==> src/rtl/bus_arbiter_16_pkg.sv <==
// Shared types and defaults for the 4-way round-robin bus arbiter.
// Replaces the old arbiter_defs.v include.
package bus_arbiter_16_pkg;

    typedef enum logic {
        IDLE = 1'b0,
        BUSY = 1'b1
    } state_t;

    localparam int unsigned MAX_HOLD_DEFAULT = 4;

    function automatic logic [3:0] onehot4(input logic [1:0] idx);
        return 4'b0001 << idx;
    endfunction

endpackage

==> src/rtl/bus_arbiter_16_mux.sv <==
// 16-bit 2:1 mux primitive and the 4:1 data select built from three of them.
module mux_16 (
    input  logic [15:0] a,
    input  logic [15:0] b,
    input  logic        sel,
    output logic [15:0] y
);

    assign y = sel ? b : a;

endmodule

module mux_4way_16 (
    input  logic [15:0] d0,
    input  logic [15:0] d1,
    input  logic [15:0] d2,
    input  logic [15:0] d3,
    input  logic [1:0]  sel,
    output logic [15:0] y
);

    logic [15:0] lo;
    logic [15:0] hi;

    mux_16 u_lo  (.a(d0), .b(d1), .sel(sel[0]), .y(lo));
    mux_16 u_hi  (.a(d2), .b(d3), .sel(sel[0]), .y(hi));
    mux_16 u_out (.a(lo), .b(hi), .sel(sel[1]), .y(y));

endmodule

==> src/rtl/bus_arbiter_16_rr_pick_4.sv <==
// Round-robin search: first asserted request starting at ptr, wrapping mod 4.
module rr_pick_4 (
    input  logic [3:0] req,
    input  logic [1:0] ptr,
    output logic       found,
    output logic [1:0] idx
);

    logic [1:0] cand;

    always_comb begin
        found = 1'b0;
        idx   = '0;
        cand  = '0;
        for (int unsigned k = 0; k < 4; k++) begin
            cand = ptr + 2'(k);
            if (!found && req[cand]) begin
                found = 1'b1;
                idx   = cand;
            end
        end
    end

endmodule

==> src/rtl/bus_arbiter_16.sv <==
// Round-robin arbiter sharing one registered 16-bit valid/ready channel
// between four requesters, with a per-grant beat limit of MAX_HOLD.
module bus_arbiter_16
    import bus_arbiter_16_pkg::*;
#(
    parameter int unsigned MAX_HOLD = MAX_HOLD_DEFAULT
) (
    input  logic        clk,
    input  logic        rst_n,
    input  logic [3:0]  req,
    input  logic [15:0] data0,
    input  logic [15:0] data1,
    input  logic [15:0] data2,
    input  logic [15:0] data3,
    output logic [3:0]  gnt,
    output logic [3:0]  ack,
    output logic [15:0] out_data,
    output logic        out_valid,
    input  logic        out_ready
);

    localparam logic [3:0] HOLD = 4'(MAX_HOLD);

    state_t      state;
    state_t      state_nxt;
    logic [1:0]  owner;
    logic [1:0]  ptr;
    logic [3:0]  count;
    logic        pick_found;
    logic [1:0]  pick_idx;
    logic [15:0] sel_data;
    logic        out_free;
    logic        beat;
    logic        last_beat;
    logic        release_now;

    rr_pick_4 u_pick (
        .req   (req),
        .ptr   (ptr),
        .found (pick_found),
        .idx   (pick_idx)
    );

    mux_4way_16 u_sel (
        .d0  (data0),
        .d1  (data1),
        .d2  (data2),
        .d3  (data3),
        .sel (owner),
        .y   (sel_data)
    );

    // A beat is accepted whenever the output register is empty or drained this cycle.
    assign out_free    = !out_valid || out_ready;
    assign beat        = (state == BUSY) && req[owner] && out_free;
    assign last_beat   = beat && ((count + 4'd1) == HOLD);
    assign release_now = (state == BUSY) && (!req[owner] || last_beat);

    always_ff @(posedge clk or negedge rst_n) begin
        if (!rst_n) begin
            state <= IDLE;
        end else begin
            state <= state_nxt;
        end
    end

    always_comb begin
        state_nxt = state;
        case (state)
            IDLE:    if (pick_found)  state_nxt = BUSY;
            BUSY:    if (release_now) state_nxt = IDLE;
            default: state_nxt = IDLE;
        endcase
    end

    always_comb begin
        gnt = '0;
        ack = '0;
        if (state == BUSY) begin
            gnt = onehot4(owner);
            if (beat) begin
                ack = onehot4(owner);
            end
        end
    end

    always_ff @(posedge clk or negedge rst_n) begin
        if (!rst_n) begin
            owner <= '0;
            ptr   <= '0;
            count <= '0;
        end else if (state == IDLE) begin
            if (pick_found) begin
                owner <= pick_idx;
                count <= '0;
            end
        end else if (release_now) begin
            ptr   <= owner + 2'd1;
            count <= '0;
        end else if (beat) begin
            count <= count + 4'd1;
        end
    end

    always_ff @(posedge clk or negedge rst_n) begin
        if (!rst_n) begin
            out_data  <= '0;
            out_valid <= 1'b0;
        end else if (beat) begin
            out_data  <= sel_data;
            out_valid <= 1'b1;
        end else if (out_valid && out_ready) begin
            out_valid <= 1'b0;
        end
    end

endmodule

==> config.mk <==
export PLATFORM = sky130hd
export DESIGN_NAME = bus_arbiter_16
export DESIGN_NICKNAME = d
export VERILOG_FILES = /design/src/rtl/bus_arbiter_16_pkg.sv /design/src/rtl/bus_arbiter_16_mux.sv /design/src/rtl/bus_arbiter_16_rr_pick_4.sv /design/src/rtl/bus_arbiter_16.sv
export SDC_FILE = /design/constraint.sdc
export NUM_CORES = 1
export LEC_CHECK = 0
export BUFFER_PORTS_ARGS = -buffer_cell sky130_fd_sc_hd__buf_2
export CAP_MARGIN = 0
export CORE_ASPECT_RATIO = 0.9
export CORE_MARGIN = 5
export CORE_UTILIZATION = 41
export DETAILED_ROUTE_END_ITERATION = 10
export MAX_ROUTING_LAYER = met4
export PLACE_DENSITY_LB_ADDON = 0.25
export SYNTH_ARGS = -nofsm -noshare
export SYNTH_HDL_FRONTEND = slang
export SYNTH_SLANG_ARGS = --single-unit
==> constraint.sdc <==
create_clock -name clk -period 4.4 [get_ports clk]
set_input_delay 0.22 -clock clk [delete_from_list [all_inputs] [get_ports clk]]
set_output_delay 0.22 -clock clk [all_outputs]
set_load 0.1 [all_outputs]
==> impl_metrics.ini <==
[yosys]
synth.area.mux_share = 0.3917
synthAdderAreaFrac = 0.03516
synth_fp_nets = 202
synth-simple-area-share = 0.09494
synth.avg_cell_area_sq_um = 14.12
yosysWarnings = 0
synth_top_family_by_area = multiplexers
synth-seq-cells = 26
synth.cell_area_sq_um = 1779
synth_compound_area_frac = 0.05274
seq_area_frac_synth = 0.3657
synth_xor_area_frac = 0
yosysUniqueCellTypes = 30
synthCells = 126

[cells_and_area]
regArea_sq_um = 650.6
drive_above_1_share = 0.5753
areaGrowthSynthToFinish_pct = 30.17
nNetsFinal = 296
diodes = 0
multiInputGateArea_sq_um = 1022
final_cell_area_sq_um = 2316
fill_cells = 350

[die]
die_height_um = 72.50
die_area_sq_um = 5759
start_util = 0.4309
die_x_um = 79.44
fp.coreArea_sq_um = 4129
num_rows = 22
io_pins = 96

[clocking]
clock-sinks = 26
clock-root-buffer = clkbuf_8
clk_pin_slew_ns = 0.09
h-tree-depth = 1
post_cts_buffers = 0
clk_latency_ns = 0.27
clockBufferDepth = 2
cts_resized = 0
cts_tree = done
cts_buffers = 3

[sta]
setup_tns_ns = 0
rsz0062_at_grt = no
worst_pin_slew_ns = 1.090
hold_viol = 0
fin_crit_sh = 0.6300
clock.fmax_mhz = 360.8
finalMaxSlewViolations = 0
setup_viol = 0
slew_headroom = 0.2733
clock_skew_ns = 0.003595
whs_ns = 0.2816
period_needed_ns = 2.772

[setup_path]
critical_path_arrival_ns = 2.55
worstPathMaxFanout = 22
cp_data_required_time_ns = 4.18
crit_type = reg -> out
crit_path_end_kind = primary output
worst_setup_path_start_kind = register

[route]
num_vias = 1442
initialDrtViolationCount = 54
drc_errors = 0
antenna_left = 0
routed_via_density = 5.401
dr.pass1.iters = 4
wl_per_cell_um = 16.38
finalWirelength_um = 4374

[global_routing]
grt_usage = 0.1604
overflow = 0
antenna_found_initial = 0
grt_max_degree = 27
grt_pass1_wl_um = 7141
grt_pass1_vias = 1594

[job]
max_cap_viol_count = 0

[placed_design]
gp_congestion = 0.8502
dpl-instance-area_sq_um = 2235
dp_hpwl_um = 3377
placement.io_buffers = 95

[status]
status = completed

[worst_hold_path]
hp-class = in -> reg
## logic make-up (layout without fill, tap and decap cells)
kind of cell | count (synthesis) | count (layout)
flops | 26 | 26
buf+inv | 14 | 107
mux | 38 | 38
fa+ha+maj | 5 | 5
compound gates | 15 | 15
simple gates | 28 | 28
## repair_timing
action	in CTS	in global routing
setup endpoints to repair	0	0
hold endpoints to repair	26	0
hold buffers	1	0
## synthesized netlist by cell type, drive strengths merged
library cell | instances | area share
a22o | 1 | 0.0049
o22a | 1 | 0.0049
inv | 7 | 0.015
a21o | 1 | 0.0042
nand2b | 2 | 0.0070
nor3b | 1 | 0.0042
nor4 | 1 | 0.0035
nor2b | 2 | 0.0070
mux4 | 17 | 0.24
and3 | 5 | 0.018
and4b | 1 | 0.0056
o22ai | 3 | 0.011
o21ai | 4 | 0.011
nor2 | 4 | 0.0084
a222oi | 1 | 0.0056
dfrtp | 26 | 0.37
mux2 | 20 | 0.15
a21oi | 4 | 0.011
ha | 5 | 0.035
and2 | 5 | 0.018
nand2 | 5 | 0.011
mux2i | 1 | 0.0056
nand3 | 1 | 0.0098
buf | 6 | 0.043
clkbuf | 1 | 0.0021
nand4 | 1 | 0.0035
## final timing paths
| path | from | end | slack [ns] | cells past startpoint |
|---|---|---|---|---|
| setup / recovery | owner[0] | ack[2] | 1.63 | 3 |
| hold / removal | req[3] | owner[1] | 0.28 | 3 |
| setup reg to reg | owner[0] | out_data[7] | 1.82 | 3 |
| hold reg to reg | out_data[5] | out_data[5] | 0.51 | 1 |
| max in group asynchronous | rst_n | count[2] | 3.54 | 2 |
| min in group asynchronous | rst_n | out_data[14] | 0.48 | 2 |
## worst max-delay path, stage by stage (launching register included)
cell     delay, ns
dfrtp_1       1.07
mux4_2        0.70
and3_1        0.22
buf_2         0.29
## per-layer routing
layer	track usage	share of wire	wire length [um]
met1	0.1866	0.42	1838
met5	-	0	0
met4	0.03817	0.0053	23
met2	0.2743	0.48	2103
met3	0.04591	0.093	408
## sequential cells by signal (all words and copies together) (netlist names)
| name | flops |
|---|---|
| out_data | 16 |
| count | 4 |
| state | 1 |
| ptr | 2 |
| out_valid | 1 |
| owner | 2 |
## metrics by stage
stage	setup slack [ns]	utilization	cells
after floorplan	1.596	-	126
after global placement	1.852	0.5412	262
after detailed placement	1.770	0.5412	262
after CTS	1.590	0.5609	267
after global routing	1.480	0.5609	267
final	1.628	0.5609	267
## layout make-up
| cell class | count | area share |
|---|---|---|
| Clock inverter | 1 | 0.01297 |
| Tap cell | 48 | 0.02593 |
| Timing Repair Buffer | 96 | 0.2096 |
| Clock buffer | 3 | 0.01783 |
| Inverter | 7 | 0.01135 |
| Sequential cell | 26 | 0.2809 |
| Multi-Input combinational cell | 86 | 0.4414 |
## layout by cell type (no fill, tap or decap)
| cell type | n |
|---|---|
| bufinv_16 | 1 |
| clkbuf_8 | 3 |
| a222oi_1 | 1 |
| mux2_2 | 10 |
| nand4_1 | 1 |
| a22o_1 | 1 |
| and4b_1 | 1 |
| mux2_4 | 10 |
| nand3_4 | 1 |
| dfrtp_1 | 26 |
| mux4_1 | 11 |
| dlygate4sd3_1 | 1 |
| and3_1 | 5 |
| nor4_1 | 1 |
| o22a_1 | 1 |
| o21ai_1 | 1 |
| nor2_1 | 4 |
| inv_1 | 7 |
| and2_1 | 5 |
| a21oi_1 | 4 |
| buf_2 | 95 |
| nor2b_1 | 2 |
| nand2b_1 | 2 |
| nor3b_1 | 1 |
| ha_1 | 5 |
| mux2i_1 | 1 |
| mux4_2 | 6 |
| o22ai_1 | 3 |
| nand2_1 | 5 |
| a21o_1 | 1 |
| o21ai_0 | 3 |
Power is left out: the tool's default activity adds up to more than one toggle a clock period on the data nets, which glitch-free logic cannot reach.
